### config.mk
export PLATFORM = sky130hd
export DESIGN_NAME = alu16
export DESIGN_NICKNAME = d
export VERILOG_FILES = /design/src/rtl/alu16_pkg.sv /design/src/rtl/mult16_seq.sv /design/src/rtl/alu16.sv
export SDC_FILE = /design/constraint.sdc
export NUM_CORES = 1
export LEC_CHECK = 0
export CAP_MARGIN = 5
export CORE_AREA = 2 2 129 106
export DETAILED_ROUTE_END_ITERATION = 6
export DIE_AREA = 0 0 131 108
export PLACE_DENSITY_LB_ADDON = 0.05
export SLEW_MARGIN = 20
export SYNTH_ARGS = -nofsm -noshare
export SYNTH_HDL_FRONTEND = slang
export SYNTH_SLANG_ARGS = --single-unit
### constraint.sdc
create_clock -name clk -period 8.9 [get_ports clk]
set_input_delay 2.225 -clock clk [delete_from_list [all_inputs] [get_ports clk]]
set_output_delay 2.225 -clock clk [all_outputs]
set_load 0.1 [all_outputs]
### src/rtl/alu16_pkg.sv
// alu16_pkg: shared definitions for the 16-bit MIPS ALU.
//   ALU_W       datapath width
//   ALU_*       3-bit operation codes driven on aluOp
//   MUL_ITERS   number of shift-add iterations of the sequential multiplier
//   mul_state_t state encoding of the multiplier FSM
package alu16_pkg;

  localparam int ALU_W     = 16;
  localparam int MUL_ITERS = 16;

  localparam logic [2:0] ALU_ADD = 3'b000;
  localparam logic [2:0] ALU_MUL = 3'b001;
  localparam logic [2:0] ALU_SUB = 3'b010;
  localparam logic [2:0] ALU_AND = 3'b011;
  localparam logic [2:0] ALU_OR  = 3'b100;
  localparam logic [2:0] ALU_SLT = 3'b101;
  localparam logic [2:0] ALU_SLL = 3'b110;
  localparam logic [2:0] ALU_SRL = 3'b111;

  typedef enum logic [1:0] {
    MUL_IDLE = 2'b00,
    MUL_BUSY = 2'b01,
    MUL_DONE = 2'b10
  } mul_state_t;

endpackage

### src/rtl/mult16_seq.sv
// mult16_seq: sequential shift-add multiplier, low 16 bits of an unsigned
// 16x16 product, one iteration per clock.
//   clk      system clock
//   reset    synchronous active-high; returns to idle and clears all state
//   start    multiply request level; begins a multiply while idle and must
//            stay high for the multiply to continue and the product to be held
//   a, b     operands, sampled only on the idle-to-busy edge
//   product  accumulated product (final once done is high)
//   busy     iterations in progress
//   done     product valid and held
module mult16_seq
  import alu16_pkg::*;
(
  input  logic             clk,
  input  logic             reset,
  input  logic             start,
  input  logic [ALU_W-1:0] a,
  input  logic [ALU_W-1:0] b,
  output logic [ALU_W-1:0] product,
  output logic             busy,
  output logic             done
);

  mul_state_t       state;
  logic [ALU_W-1:0] mcand;
  logic [ALU_W-1:0] mplier;
  logic [ALU_W-1:0] acc;
  logic [4:0]       cnt;

  // Only the low 16 bits of the product are kept, so the multiplicand can
  // shift out of a 16-bit register without losing anything that matters.
  always_ff @(posedge clk) begin
    if (reset) begin
      state  <= MUL_IDLE;
      mcand  <= '0;
      mplier <= '0;
      acc    <= '0;
      cnt    <= '0;
    end else begin
      case (state)
        MUL_IDLE: begin
          if (start) begin
            state  <= MUL_BUSY;
            mcand  <= a;
            mplier <= b;
            acc    <= '0;
            cnt    <= '0;
          end
        end
        MUL_BUSY: begin
          if (!start) begin
            state <= MUL_IDLE;
          end else begin
            if (mplier[0]) acc <= acc + mcand;
            mcand  <= mcand << 1;
            mplier <= mplier >> 1;
            cnt    <= cnt + 5'd1;
            if (cnt == 5'(MUL_ITERS - 1)) state <= MUL_DONE;
          end
        end
        MUL_DONE: begin
          if (!start) state <= MUL_IDLE;
        end
        default: state <= MUL_IDLE;
      endcase
    end
  end

  assign product = acc;
  assign busy    = (state == MUL_BUSY);
  assign done    = (state == MUL_DONE);

endmodule

### src/rtl/alu16.sv
// alu16: 16-bit integer ALU for the single-cycle MIPS datapath.
//   clk, reset  system clock and synchronous active-high reset
//   a, b        operands; b is also the shift source
//   aluOp       operation select (ALU_* codes)
//   shamt       shift amount 0..15
//   result      operation result; 0 while a multiply is not yet done
//   zero        result == 0
//   ready       result is valid for the current aluOp
// All ops except MUL are combinational; MUL uses mult16_seq and raises
// ready after 17 consecutive edges with aluOp == MUL and reset low.
module alu16
  import alu16_pkg::*;
(
  input  logic             clk,
  input  logic             reset,
  input  logic [ALU_W-1:0] a,
  input  logic [ALU_W-1:0] b,
  input  logic [2:0]       aluOp,
  input  logic [3:0]       shamt,
  output logic [ALU_W-1:0] result,
  output logic             zero,
  output logic             ready
);

  logic                    op_mul;
  logic                    mul_start;
  logic                    mul_busy;
  logic                    mul_done;
  logic                    mul_valid;
  logic [ALU_W-1:0]        mul_product;
  logic signed [ALU_W-1:0] a_s;
  logic signed [ALU_W-1:0] b_s;

  assign op_mul = (aluOp == ALU_MUL);
  assign a_s    = a;
  assign b_s    = b;

  // The multiplier only treats start as a start while idle; holding it high
  // afterwards keeps the multiply alive, dropping it aborts or releases.
  assign mul_start = op_mul;

  mult16_seq u_mult (
    .clk     (clk),
    .reset   (reset),
    .start   (mul_start),
    .a       (a),
    .b       (b),
    .product (mul_product),
    .busy    (mul_busy),
    .done    (mul_done)
  );

  assign mul_valid = mul_done & ~mul_busy;

  always_comb begin
    result = '0;
    case (aluOp)
      ALU_ADD: result = a + b;
      ALU_MUL: result = mul_valid ? mul_product : '0;
      ALU_SUB: result = a - b;
      ALU_AND: result = a & b;
      ALU_OR:  result = a | b;
      ALU_SLT: result = (a_s < b_s) ? 16'd1 : 16'd0;
      ALU_SLL: result = b << shamt;
      ALU_SRL: result = b >> shamt;
      default: result = '0;
    endcase
  end

  assign ready = op_mul ? mul_valid : 1'b1;
  assign zero  = (result == '0);

endmodule

==> out/metrics.cfg, run 1 <==
[outcome]
status = finished, final reports clean

[critical_path]
critPathArrivalTime_ns = 6.45
worstPathCellList = clkdlybuf4s50_1, inv_1, ha_1, or2_2, a221oi_1, o41ai_1, o21ba_2, o41ai_1, o2111ai_1, a211o_1, or4_1, nor4_4, buf_12
critPathKind = input port to output port
ff2ff_setup_slack_ns = 6.04
cp_top_family = compound AO/OA/AOI/OAI gates
slowest_stage = o41ai_1
required_ns = 6.68
cp_max_fo = 6
max_stage_delay_ns = 0.77
critPathMostFrequentCell = o41ai_1
crit_path_start_kind = input port
path_buf_inv = 3
critPathCaptureType = output port

[cells_and_area]
num-fill-cells = 1116
nNetsFinal = 1043
n_antenna_cell = 0
area_growth_pct = 14.7
drive_gt1_frac = 0.136
stdcell_count = 1110

[timing]
post-route-min-period_ns = 8.67
drv_slew = 0
tightest_slew_ns = 1.05
final.setup.tns_ns = 0
min_period_over_period = 0.974
setup_viol = 0
hold_viol_final = 0
slew_headroom = 0.301
max_freq_ghz = 0.115
clock_skew_ns = 0.00574
rsz0062_at_grt = no

[logic_synthesis]
synth_top_area_share = 0.159
synth_edf_count = 0
seq_area_frac_synth = 0.159
synth_nets = 1006
ys.flop_type = dfxtp_1
netlist_instances = 897
yosysUniqueCellTypes = 78
synth_common_cells = nor2_1 (109), ha_1 (65), mux2i_1 (56), dfxtp_1 (55), inv_1 (51)
ys_warn_count = 0
syn_area_um2 = 6950
synth.most_common_cell = nor2_1
postSynthAreaPerCell_um2 = 7.74
ys_seq_elements = 55
synth_top_area_cell = dfxtp_1
async_flop_share = 0
synth_area_leaders = dfxtp_1 (16%), ha_1 (12%), mux2i_1 (8.1%), nor2_1 (5.9%), a211oi_1 (5.2%)

[placement]
dp.cells = 1102
portBuffers = 58
place_congestion = 1.07
dp_hpwl_mm = 20.2

[detailed_routing]
dr.pass1.iters = 5
met3_wirelength_mm = 2.61
drtIter0Drc = 924
wl_met2_mm = 11.0
drt_wl_total_mm = 25.6
via_count = 7456
highest_layer = met4
ant_nets = 0
drc = 0
routed_via_density = 6.72
routedWlPerCell_um = 23.0
met1_length_mm = 11.2

[clocking]
cts_setup_buffers = 0
clk_path_buf_depth = 2
clk_pin_slew_ns = 0.08
numCtsBuffers = 5
holdBufCountCts = 0
clock_sinks = 55
cts_tree = yes
cts_resized = 0
cts_max_level = 2
cts_root_buf = clkbuf_16
clk_latency_ns = 0.31

[power]
vdd_drop_max_uv = 94.3
p_per_area_nw_per_um2 = 114
leakagePower_nw = 3.52

[global_routing]
grt_pass1_wl_mm = 39.7
globalRoute.totalOverflow = 0
antenna_found_initial = 0
grt_max_degree = 70
grt_util_all_layers = 0.368
grt_pass1_vias = 6966

[die]
ios = 59
initial_core_util = 0.546
chipWidth_um = 131
fp.dieH_um = 108
core_area_um2 = 12700
die_area_um2 = 14100
rows = 37

[run]
maxCapViolations = 0

[worst_hold_path]
worstHoldPathType = flip-flop to flip-flop

## sequential cells by signal (all words and copies together), names as in the netlist
register        count
u_mult.mcand       16
u_mult.mplier      16
u_mult.state        2
u_mult.cnt          5
u_mult.product     16
## report_power, final
part           switching [W]  internal (W)
combinational       0.000294      0.000151
clock               0.000101      0.000108
sequential        0.00000602      0.000253
## worst min-delay path, cell delays in order, from the launching register on
cell and delay (ns):
dfxtp_1 0.31, nand2_1 0.05, a21oi_1 0.05
## cell usage in the layout, fill, tap and decap left out, drive strengths merged, types with 8 or more instances in the layout
cell type	instances
o21ai	39
mux4	12
dfxtp	55
nor2	110
mux2i	56
nor3	23
nor4	8
a21oi	47
ha	65
a21o	18
nor2b	9
o211ai	9
clkdlybuf4s50	38
mux2	10
nand2	49
nand3	17
a211oi	48
or3	9
inv	53
xnor2	11
a22oi	12
buf	61
nand2b	11
a221oi	10
o21a	8
nand3b	8
## path summary, 6_finish.rpt
| check | from | endpoint | cells after the start |
|---|---|---|---|
| min | u_mult.cnt[4]$_SDFFE_PP0P_ | u_mult.cnt[4]$_SDFFE_PP0P_ | 2 |
| min reg2reg | u_mult.cnt[4]$_SDFFE_PP0P_ | u_mult.cnt[4]$_SDFFE_PP0P_ | 2 |
| max | a[1] | zero | 13 |
| max reg2reg | u_mult.product[5]$_SDFFE_PP0P_ | u_mult.product[15]$_SDFFE_PP0P_ | 10 |
## cell type report
| cell class | count | area (um2) | share of cell area |
|---|---|---|---|
| clock buffers | 5 | 125 | 0.0157 |
| clock inverters | 3 | 27.5 | 0.00345 |
| inverters | 51 | 191 | 0.0240 |
| multi-input cells | 722 | 5460 | 0.685 |
| flip-flops and latches | 55 | 1100 | 0.138 |
| well taps | 175 | 219 | 0.0275 |
| repair buffers | 99 | 843 | 0.106 |
## metrics by stage
| stage | area, um2 | utilization | hold WS [ns] | setup slack, ns | total power (W) |
|---|---|---|---|---|---|
| 6_report | 7970 | 0.626 | 0.455 | 0.228 | 0.000912 |
| 2_1_floorplan | 7040 | - | 0.431 | 0.563 | 0.000572 |
| 3_5_place_dp | 7820 | 0.614 | 0.447 | 0.379 | 0.000698 |
| 5_1_grt | 7970 | 0.626 | 0.496 | 0.0565 | 0.000951 |
| 3_3_place_gp | 7810 | 0.614 | 0.438 | 0.396 | 0.000691 |
| 4_1_cts | 7970 | 0.626 | 0.459 | 0.347 | 0.000905 |
## per-layer routing
layer  GRT usage  vias up
li1            -     3429
met1       0.533     3569
met2       0.550      403
met3      0.0757       55
met4       0.106        0
met5           0        -
## kinds of logic after synthesis
family | after synthesis | share of synthesized area
buffers and inverters | 120 | 0.0704
adders and majority gates | 68 | 0.126
xor gates and xnor gates | 17 | 0.0214
and+or+nand+nor | 283 | 0.201
DFF | 55 | 0.159
muxes | 78 | 0.137
AOI/OAI and AO/OA | 276 | 0.286
(Power assumes the default switching activity.)
==> run 2: changes to the inputs <==
--- a/config.mk
+++ b/config.mk
@@ -10,7 +10,7 @@
 export DETAILED_ROUTE_END_ITERATION = 6
 export DIE_AREA = 0 0 131 108
 export PLACE_DENSITY_LB_ADDON = 0.05
-export SLEW_MARGIN = 20
+export SLEW_MARGIN = 40
 export SYNTH_ARGS = -nofsm -noshare
 export SYNTH_HDL_FRONTEND = slang
 export SYNTH_SLANG_ARGS = --single-unit
==> run 2 against run 1 <==
  * Clock skew is 0.00063 ns higher
  * Combinational power hardly changed
  * Non-clock buffer count stayed put
==> out/metrics.cfg, run 2 (same netlist as run 1, synthesis figures left out) <==
[cells_and_area]
num-fill-cells = 1128  ; +1.1%
nNetsFinal = 1043  ; unchanged
drive_gt1_frac = 0.138  ; +0.00214
final_common_cell = nor2_1
design_area_um2 = 7980  ; about the same
area_growth_pct = 14.8  ; about the same
final_cell_mix = nor2_1 (108), ha_1 (64), buf_4 (58)
n_antenna_cell = 0  ; unchanged
multi_input_area_um2 = 5470  ; +0.14%
area.sequential_um2 = 1100  ; unchanged

[timing]
drv_slew = 0  ; unchanged
final.setup.tns_ns = 0  ; unchanged
post-route-min-period_ns = 8.65  ; -0.0252 ns
tightest_slew_ns = 0.839  ; -0.209 ns
hold_ws_ns = 0.459  ; +0.00369 ns
clock_skew_ns = 0.00637  ; +0.000629 ns
min_period_over_period = 0.972  ; -0.00284
fin_ws_ns = 0.254  ; +0.0252 ns
slew_headroom = 0.433  ; +0.132
setup_viol = 0  ; unchanged
max_freq_ghz = 0.116  ; +0.29%
rsz0062_at_grt = no
hold_viol_final = 0  ; unchanged

[detailed_routing]
drt_wl_total_mm = 25.7  ; +0.62%
via_count = 7578  ; +1.6%
routedWlPerCell_um = 23.2  ; +0.62%
ant_nets = 0  ; unchanged
drtIter0Drc = 994  ; +7.6%
drc = 0  ; unchanged
dr.pass1.iters = 6  ; +1
routed_via_density = 6.83  ; +1.6%

[die]
die_area_um2 = 14100  ; unchanged
ios = 59  ; unchanged
initial_core_util = 0.546  ; unchanged
core_area_um2 = 12700  ; unchanged
chipWidth_um = 131  ; unchanged
fp.dieH_um = 108  ; unchanged
rows = 37  ; unchanged

[global_routing]
grt_pass1_vias = 6924  ; -0.60%
antenna_found_initial = 0  ; unchanged
grt_pass1_wl_mm = 39.7  ; +0.17%
globalRoute.totalOverflow = 0  ; unchanged
grt_util_all_layers = 0.367  ; -0.000900
grt_max_degree = 70  ; unchanged

[worst_hold_path]
hold-path-endpoint = u_mult.cnt[4]$_SDFFE_PP0P_
whs_path_depth = 2  ; unchanged
worstHoldPathType = flip-flop to flip-flop
min_from = u_mult.cnt[4]$_SDFFE_PP0P_

[clocking]
numCtsBuffers = 5  ; unchanged
cts_tree = yes
cts_max_level = 2  ; unchanged
cts_setup_buffers = 0  ; unchanged
clk_latency_ns = 0.30  ; about the same
cts_root_buf = clkbuf_16
holdBufCountCts = 0  ; unchanged
clock_sinks = 55  ; unchanged
cts_resized = 0  ; unchanged
clk_pin_slew_ns = 0.08  ; about the same
clk_path_buf_depth = 2  ; unchanged

[critical_path]
ff2ff_path_depth = 10  ; unchanged
critPathLaunch = b[1]
cp_max_fo = 6  ; unchanged
worst_r2r_endpoint = u_mult.product[15]$_SDFFE_PP0P_
critPathCaptureType = output port
critPathArrivalTime_ns = 6.42  ; -0.03 ns
critPathKind = input port to output port
required_ns = 6.68  ; about the same
crit_path_start_kind = input port
ff2ff_setup_slack_ns = 6.03  ; about the same
reg2reg_from = u_mult.product[5]$_SDFFE_PP0P_

[run]
maxCapViolations = 0  ; unchanged

[placement]
place_ws_ns = 0.372  ; -0.00691 ns
dp_hpwl_mm = 20.2  ; about the same
portBuffers = 58  ; unchanged
place_congestion = 1.07  ; unchanged
place_area_um2 = 7820  ; about the same

[power]
leakagePower_nw = 3.52  ; +0.12%
vdd_drop_max_uv = 91.4  ; -3.1%
p_per_area_nw_per_um2 = 114  ; -0.31%

[outcome]
status = finished, final reports clean

-- run 2: worst max-delay path by stage --
| stage | to | cells past startpoint |
|---|---|---|
| floorplan | zero | 11 |
| global placement | zero | 13 |
| detailed placement | zero | 13 |
| CTS | zero | 13 |
| global route | zero | 13 |
| finish | zero | 13 |
-- run 2: critical path: stages --
cell	delay [ns]
clkdlybuf4s50_1	0.48
inv_1	0.11
ha_1	0.35
or2_2	0.29
a221oi_1	0.31
o41ai_1	0.14
o21ba_2	0.27
o41ai_1	0.79
o2111ai_1	0.21
a211o_1	0.29
or4_1	0.52
nor4_4	0.21
buf_12	0.21
-- run 2: stage by stage --
step | util | cells | power [W]
2_1_floorplan | - | 897 | 0.000572
3_3_place_gp | 0.614 | 1102 | 0.000691
3_5_place_dp | 0.614 | 1102 | 0.000698
4_1_cts | 0.626 | 1110 | 0.000902
5_1_grt | 0.627 | 1110 | 0.000948
6_report | 0.627 | 1110 | 0.000910
-- run 2: cell type report --
class,count,area share
timing repair buffer,99,0.105
sequential,55,0.138
tap,175,0.0275
clock inverter,3,0.00361
multi-input combinational,722,0.686
clock buffer,5,0.0157
inverter,51,0.0240
-- run 2: layer usage --
layer,GRT usage,vias up,share of wire
met5,0,-,0
met2,0.550,447,0.43
li1,-,3423,-
met3,0.0757,62,0.11
met4,0.106,0,0.027
met1,0.530,3646,0.44
-- run 2: power by group --
part	internal (W)	switching, W
Sequential	0.000253	0.00000617
Combinational	0.000151	0.000294
Clock	0.000108	0.0000984
Total	0.000512	0.000399
